$ cat src/rtl/sysarray_pkg.sv
// sysarray_pkg: shared constants, FSM state enum and operand/result types
// for the 3x3 systolic array job sequencer.
package sysarray_pkg;

  localparam int N        = 3;
  localparam int FEED_CYC = 2 * N - 1;

  localparam int A_BITS   = 8;
  localparam int B_BITS   = 8;
  localparam int ACC_BITS = 18;
  localparam int CNT_BITS = 16;

  typedef enum logic [2:0] {
    S_IDLE,
    S_CLEAR,
    S_FEED,
    S_DRAIN,
    S_DONE
  } ctrl_state_e;

  typedef logic signed [A_BITS-1:0]   a_el_t;
  typedef logic signed [B_BITS-1:0]   b_el_t;
  typedef logic signed [ACC_BITS-1:0] acc_el_t;

  typedef a_el_t   [0:N-1][0:N-1] a_mat_t;
  typedef b_el_t   [0:N-1][0:N-1] b_mat_t;
  typedef acc_el_t [0:N-1][0:N-1] res_mat_t;

endpackage

$ cat src/rtl/sysarray_ctrl_if.sv
// sysarray_ctrl_if: host-side job and result handshakes.
// master = host (offers jobs, consumes results), slave = controller.
interface sysarray_ctrl_if;
  import sysarray_pkg::*;

  logic                job_valid;
  logic                job_ready;
  logic                job_acc;
  a_mat_t              a_mat;
  b_mat_t              b_mat;
  logic                res_valid;
  logic                res_ready;
  res_mat_t            res;
  logic                busy;
  logic [CNT_BITS-1:0] job_cnt;

  modport master (
    output job_valid, job_acc, a_mat, b_mat, res_ready,
    input  job_ready, res_valid, res, busy, job_cnt
  );

  modport slave (
    input  job_valid, job_acc, a_mat, b_mat, res_ready,
    output job_ready, res_valid, res, busy, job_cnt
  );

endinterface

$ cat src/rtl/sysarray_skew.sv
// sysarray_skew: feed index -> diagonally skewed left/top edge vectors.
// Ports: i_idx feed step, i_a/i_b operands, o_left/o_top edge values.
module sysarray_skew
  import sysarray_pkg::*;
#(
  parameter int A_W = A_BITS,
  parameter int B_W = B_BITS
) (
  input  logic [2:0]                    i_idx,
  input  logic [0:N-1][0:N-1][A_W-1:0] i_a,
  input  logic [0:N-1][0:N-1][B_W-1:0] i_b,
  output logic [0:N-1][A_W-1:0]        o_left,
  output logic [0:N-1][B_W-1:0]        o_top
);

  // Row/column i sees element k when idx = i + k.
  always_comb begin
    o_left = '0;
    o_top  = '0;
    for (int i = 0; i < N; i++) begin
      for (int k = 0; k < N; k++) begin
        if (int'(i_idx) == i + k) begin
          o_left[i] = i_a[i][k];
          o_top[i]  = i_b[k][i];
        end
      end
    end
  end

endmodule

$ cat src/rtl/sysarray_ctrl.sv
// sysarray_ctrl: clear / skewed feed / drain / capture sequencer.
// Ports: clk, rst_n, host (job+result), sa_clr/sa_left/sa_top out, sa_out in.
module sysarray_ctrl
  import sysarray_pkg::*;
#(
  parameter int A_W       = A_BITS,
  parameter int B_W       = B_BITS,
  parameter int ACC_W     = ACC_BITS,
  parameter int DRAIN_CYC = 3,
  parameter int CNT_W     = CNT_BITS
) (
  input  logic                            clk,
  input  logic                            rst_n,
  sysarray_ctrl_if.slave                  host,
  output logic                            sa_clr,
  output logic [0:N-1][A_W-1:0]           sa_left,
  output logic [0:N-1][B_W-1:0]           sa_top,
  input  logic [0:N-1][0:N-1][ACC_W-1:0]  sa_out
);

  localparam logic [2:0] ST_IDLE  = 3'(S_IDLE);
  localparam logic [2:0] ST_CLEAR = 3'(S_CLEAR);
  localparam logic [2:0] ST_FEED  = 3'(S_FEED);
  localparam logic [2:0] ST_DRAIN = 3'(S_DRAIN);
  localparam logic [2:0] ST_DONE  = 3'(S_DONE);

  localparam int DC_W = $clog2(DRAIN_CYC) + 1;

  logic [2:0]                      r_state;
  logic [2:0]                      r_fcnt;
  logic [DC_W-1:0]                 r_dcnt;
  logic [0:N-1][0:N-1][A_W-1:0]    r_a;
  logic [0:N-1][0:N-1][B_W-1:0]    r_b;
  logic                            r_clr;
  logic [0:N-1][A_W-1:0]           r_left;
  logic [0:N-1][B_W-1:0]           r_top;
  logic [0:N-1][0:N-1][ACC_W-1:0]  r_res;
  logic [CNT_W-1:0]                r_cnt;

  logic                            w_idle;
  logic [2:0]                      w_idx;
  logic [0:N-1][0:N-1][A_W-1:0]    w_a;
  logic [0:N-1][0:N-1][B_W-1:0]    w_b;
  logic [0:N-1][A_W-1:0]           w_left;
  logic [0:N-1][B_W-1:0]           w_top;

  assign w_idle = (r_state == ST_IDLE);

  // Edges are registered one step ahead: an accumulate job feeds
  // straight from the host operands on its acceptance edge.
  assign w_a   = w_idle ? host.a_mat : r_a;
  assign w_b   = w_idle ? host.b_mat : r_b;
  assign w_idx = (r_state == ST_FEED) ? r_fcnt + 3'd1 : 3'd0;

  sysarray_skew #(
    .A_W (A_W),
    .B_W (B_W)
  ) u_skew (
    .i_idx  (w_idx),
    .i_a    (w_a),
    .i_b    (w_b),
    .o_left (w_left),
    .o_top  (w_top)
  );

  always_ff @(posedge clk or negedge rst_n) begin
    if (!rst_n) begin
      r_state <= ST_IDLE;
      r_fcnt  <= '0;
      r_dcnt  <= '0;
      r_a     <= '0;
      r_b     <= '0;
      r_clr   <= 1'b0;
      r_left  <= '0;
      r_top   <= '0;
      r_res   <= '0;
      r_cnt   <= '0;
    end else begin
      r_clr  <= 1'b0;
      r_left <= '0;
      r_top  <= '0;
      unique case (1'b1)
        (r_state == ST_IDLE): begin
          if (host.job_valid) begin
            r_a <= host.a_mat;
            r_b <= host.b_mat;
            if (host.job_acc) begin
              r_state <= ST_FEED;
              r_fcnt  <= '0;
              r_left  <= w_left;
              r_top   <= w_top;
            end else begin
              r_state <= ST_CLEAR;
              r_clr   <= 1'b1;
            end
          end
        end
        (r_state == ST_CLEAR): begin
          r_state <= ST_FEED;
          r_fcnt  <= '0;
          r_left  <= w_left;
          r_top   <= w_top;
        end
        (r_state == ST_FEED): begin
          if (r_fcnt == 3'(FEED_CYC - 1)) begin
            r_state <= ST_DRAIN;
            r_dcnt  <= '0;
          end else begin
            r_fcnt <= r_fcnt + 3'd1;
            r_left <= w_left;
            r_top  <= w_top;
          end
        end
        (r_state == ST_DRAIN): begin
          if (r_dcnt == DC_W'(DRAIN_CYC - 1)) begin
            r_state <= ST_DONE;
            r_res   <= sa_out;
          end else begin
            r_dcnt <= r_dcnt + DC_W'(1);
          end
        end
        (r_state == ST_DONE): begin
          if (host.res_ready) begin
            r_state <= ST_IDLE;
            r_cnt   <= r_cnt + CNT_W'(1);
          end
        end
        default: r_state <= ST_IDLE;
      endcase
    end
  end

  assign host.job_ready = w_idle;
  assign host.busy      = !w_idle;
  assign host.res_valid = (r_state == ST_DONE);
  assign host.res       = r_res;
  assign host.job_cnt   = r_cnt;

  assign sa_clr  = r_clr;
  assign sa_left = r_left;
  assign sa_top  = r_top;

endmodule

$ cat src/flat_wrapper.sv
// flat-port wrapper written by rule: the top's interface ports become plain ports
module sysarray_ctrl_flat import sysarray_pkg::*;
#(
  parameter int A_W       = A_BITS,
  parameter int B_W       = B_BITS,
  parameter int ACC_W     = ACC_BITS,
  parameter int DRAIN_CYC = 3,
  parameter int CNT_W     = CNT_BITS
)
  (clk, rst_n, sa_clr, sa_left, sa_top, sa_out, host_job_valid, host_job_acc, host_a_mat, host_b_mat, host_res_ready, host_job_ready, host_res_valid, host_res, host_busy, host_job_cnt);
  sysarray_ctrl_if host_i ();
  input  logic clk;
  input  logic rst_n;
  output logic sa_clr;
  output logic [0:N-1][A_W-1:0] sa_left;
  output logic [0:N-1][B_W-1:0] sa_top;
  input  logic [0:N-1][0:N-1][ACC_W-1:0] sa_out;
  input wire logic [$bits(host_i.job_valid)-1:0] host_job_valid;
  input wire logic [$bits(host_i.job_acc)-1:0] host_job_acc;
  input wire logic [$bits(host_i.a_mat)-1:0] host_a_mat;
  input wire logic [$bits(host_i.b_mat)-1:0] host_b_mat;
  input wire logic [$bits(host_i.res_ready)-1:0] host_res_ready;
  output wire logic [$bits(host_i.job_ready)-1:0] host_job_ready;
  output wire logic [$bits(host_i.res_valid)-1:0] host_res_valid;
  output wire logic [$bits(host_i.res)-1:0] host_res;
  output wire logic [$bits(host_i.busy)-1:0] host_busy;
  output wire logic [$bits(host_i.job_cnt)-1:0] host_job_cnt;
  assign host_i.job_valid = host_job_valid;
  assign host_i.job_acc = host_job_acc;
  assign host_i.a_mat = host_a_mat;
  assign host_i.b_mat = host_b_mat;
  assign host_i.res_ready = host_res_ready;
  assign host_job_ready = host_i.job_ready;
  assign host_res_valid = host_i.res_valid;
  assign host_res = host_i.res;
  assign host_busy = host_i.busy;
  assign host_job_cnt = host_i.job_cnt;
  sysarray_ctrl #(.A_W(A_W), .B_W(B_W), .ACC_W(ACC_W), .DRAIN_CYC(DRAIN_CYC), .CNT_W(CNT_W)) u_core (.clk(clk), .rst_n(rst_n), .host(host_i), .sa_clr(sa_clr), .sa_left(sa_left), .sa_top(sa_top), .sa_out(sa_out));
endmodule
$ cat config.mk
export PLATFORM = sky130hd
export DESIGN_NAME = sysarray_ctrl_flat
export DESIGN_NICKNAME = d
export VERILOG_FILES = /design/src/rtl/sysarray_pkg.sv /design/src/rtl/sysarray_ctrl_if.sv /design/src/rtl/sysarray_skew.sv /design/src/rtl/sysarray_ctrl.sv /design/src/flat_wrapper.sv
export SDC_FILE = /design/constraint.sdc
export NUM_CORES = 1
export LEC_CHECK = 0
export BUFFER_PORTS_ARGS = -buffer_cell sky130_fd_sc_hd__buf_2
export CORE_AREA = 2 2 209 211
export CTS_CLUSTER_DIAMETER = 30
export DETAILED_ROUTE_END_ITERATION = 16
export DIE_AREA = 0 0 211 213
export GPL_TIMING_DRIVEN = 0
export PLACE_DENSITY_LB_ADDON = 0.2
export SLEW_MARGIN = 20
export SYNTH_ARGS = -nofsm -noshare
export SYNTH_HDL_FRONTEND = slang
export SYNTH_HIERARCHICAL = 1
export SYNTH_SLANG_ARGS = --single-unit
$ cat constraint.sdc
create_clock -name clk -period 3.05 [get_ports clk]
set_clock_uncertainty 0.05 [all_clocks]
set_input_delay 0.1525 -clock clk [delete_from_list [all_inputs] [get_ports clk]]
set_output_delay 0.1525 -clock clk [all_outputs]
set_load 0.02 [all_outputs]
==> metrics.md <==
| Metric | Value |
|---|---|
| Top-area cell type share of the netlist area | `0.558` |
| Largest net degree at the start of global routing | `96` |
| Worst-path clk slew | `50 ps` |
| Nets@finish | `around 2700` |
| CORE AREA | `between 40000 and 50000 um^2` |
| Most common cell in the synthesized netlist | `nand2_1` |
| CTS root buf | `clkbuf_16` |
| Cells after Synth | `~1500` |
| Global-route wire length before repair | `a little over 90000 um` |
| Required @ worst endpoint | `about 2900 ps` |
| Row cnt | `76` |
| PostCTS Resize Cnt | `0` |
| DRT Wirelength | `approximately 62000 um` |
| Clock Sinks | `380` |
| Via/cell ratio | `between 4 and 5` |
| Fin. Hold Viols | `0` |
| Async SR Flop Fraction | `1.00` |
| Initial Util | `0.399` |
| Fillers | `approximately 3200` |
| Cts bufs inserted | `between 90 and 100` |
| Reg2reg path depth | `10` |
| Share of cells above drive strength 1 | `0.432` |
| DRC viols | `0` |
| Iter 0 DRT Violations | `around 820` |
| YS warnings | `6` |
| Vias in the first global route | `around 16000` |
| Relative slew slack | `0.386` |
| Final Wtd Congestion | `about 0.88` |
| Die Wd | `~210 um` |
| Fin cells | `3071` |
| DIE AREA | `44900 um^2` |
| Period utilization | `0.928` |
| Area of the multi-input gates | `6960 um^2` |
| Post-Place Cells | `~2600` |
| Final Setup Violations | `0` |
| Final HPWL DP | `about 42000 um` |
| IO Pins | `541` |
| Number of I/O port buffers | `between 500 and 600` |
| Top_reg_cell synth | `dfrtp_1` |
| Setup TNS after final layout | `0 ps` |
| Max-cap violation count | `0` |
| WS Path Type | `reg -> out` |
| Gr ovfl total | `0` |
| Register bit total from synthesis | `380` |
| Worst-skew pair later-pin latency | `620 ps` |
| Hold WC Path Type | `in -> async` |
| Mapped Area | `roughly 17000 um^2` |
| Routed vias | `~15000` |
| Syn_nets | `1795` |
| Max Buffers Root-to-Sink | `3` |
| First-pass iteration count of the detailed router | `5` |
| Least-Margin Pin Slew | `~900 ps` |
| Avg Cell Area, Syn | `around 12 um^2` |
| Crit Path Max Fanout | `10` |
| Placed instance area | `about 21000 um^2` |
| Initial antenna violation count | `16` |
| Die Y | `between 200 and 250 um` |
| Final ANT Viol Nets | `0` |
| PD cells | `~1200 nW/um^2` |
| CTS tree | `done` |
| Pins Over Slew Limit | `0` |
| Fmax | `0.353 GHz` |
| Area leader, netlist | `dfrtp_1` |
| Post-layout minimum cycle time | `2830 ps` |
| Nature of the critical path endpoint | `output pin` |
| Startpoint types | `register` |
| Register area | `roughly 9500 um^2` |
| Fin util | `0.632` |
| H-tree levels | `3` |
| Fin area | `27000 um^2` |
| Worst ir drop on vdd | `between 0.0006 and 0.0007 V` |
| Overall global routing resource usage | `0.271` |
| Status | `finished, final reports clean` |
| EDFF count, synth | `0` |
| Main area contributors after synthesis | `dfrtp_1, mux2_2, nand2_1` |
| Area growth from synthesis to layout | `58.4%` |
| Synth unique cells | `42` |
| Register area share after synthesis | `0.558` |
| RSZ-0062 raised after global routing | `false` |
| Static leakage | `13.5 nW` |
| Critical Path AT | `2630 ps` |
| Most frequent cells after synthesis | `nand2_1, dfrtp_1, mux2_2` |
| Avg WL per Cell | `around 20 um` |
-- path summary, 6_finish.rpt --
check	start	endpoint	slack, ps
worst max-delay path	u_core/r_state[2]	host_job_ready	220
worst min-delay path	rst_n	u_core/host.res[113]	90
worst max register to register	u_core/r_state[2]	u_core/sa_top[12]	230
worst min register to register	u_core/host.job_cnt[15]	u_core/host.job_cnt[15]	440
max in group asynchronous	rst_n	u_core/host.res[106]	1550
min in group clk	sa_out[131]	u_core/host.res[131]	250
-- layout by cell type (no fill, tap or decap), types with 22 or more instances in the layout --
cell type	synthesis	layout
clkbuf_1	34	42
nand2_1	439	439
dfrtp_1	380	380
dlygate4sd3_1	0	311
buf_2	47	586
and2_1	48	48
a21oi_1	22	22
mux2i_1	48	48
inv_1	22	22
clkbuf_16	0	96
mux2_2	307	307
-- logic make-up after synthesis --
group | Yosys count | synth area share
fa+ha+maj | 5 | 0.00367
flops | 380 | 0.558
buf+inv | 116 | 0.0328
compound gates | 80 | 0.0352
xor+xnor | 16 | 0.00823
simple gates | 527 | 0.130
mux | 355 | 0.231
-- sequential cells by signal (all words and copies together) (netlist names) --
register / count
u_core/r_a: 72
u_core/sa_top: 24
u_core/r_b: 72
u_core/host.job_cnt: 16
u_core/sa_left: 24
u_core/r_fcnt: 3
u_core/r_state: 3
u_core/sa_clr: 1
u_core/host.res: 162
u_core/r_dcnt: 3
-- critical path, stage by stage, from the launching register on --
cell and delay, ps:
dfrtp_1 380, buf_4 180, nor3_2 190, clkbuf_1 550
clkbuf_1 450, buf_2 260
-- layout make-up --
| cell class | count | share of cell area |
|---|---|---|
| Sequential cell | 380 | 0.353 |
| Multi-Input combinational cell | 983 | 0.258 |
| Timing Repair Buffer | 855 | 0.220 |
| Clock buffer | 121 | 0.0988 |
| Tap cell | 546 | 0.0253 |
| Clock inverter | 53 | 0.0230 |
| Buffer | 93 | 0.0175 |
| Inverter | 23 | 0.00320 |
| Antenna cell | 17 | 0.00158 |
-- what timing repair did --
action                    4_1_cts  5_1_grt
hold buffers                  311        0
setup buffers                   0        0
hold endpoints to repair      542        0
-- per-stage QoR --
step	worst slack, ps	power (mW)	hold slack, ps
2_1_floorplan	859	16.3	-193
3_3_place_gp	-5860	20.2	335
3_5_place_dp	224	20.5	-50.1
4_1_cts	148	31.1	105
5_1_grt	22.4	32.8	129
6_report	219	31.2	94.1
-- metal layers --
layer  vias up  routed length (um)  GRT usage
li1       6932                   -          -
met1      7411               24100      0.308
met4         0                2820      0.147
met2       596               30900      0.469
met3       173                4200     0.0703
met5         -                   0          0
-- report_power, final --
part           internal (mW)  leakage, nW  switching (mW)
sequential              7.41         4.69            1.19
combinational           5.10         7.19            7.35
clock                   6.93         1.59            3.19
(Power assumes the default switching activity.)
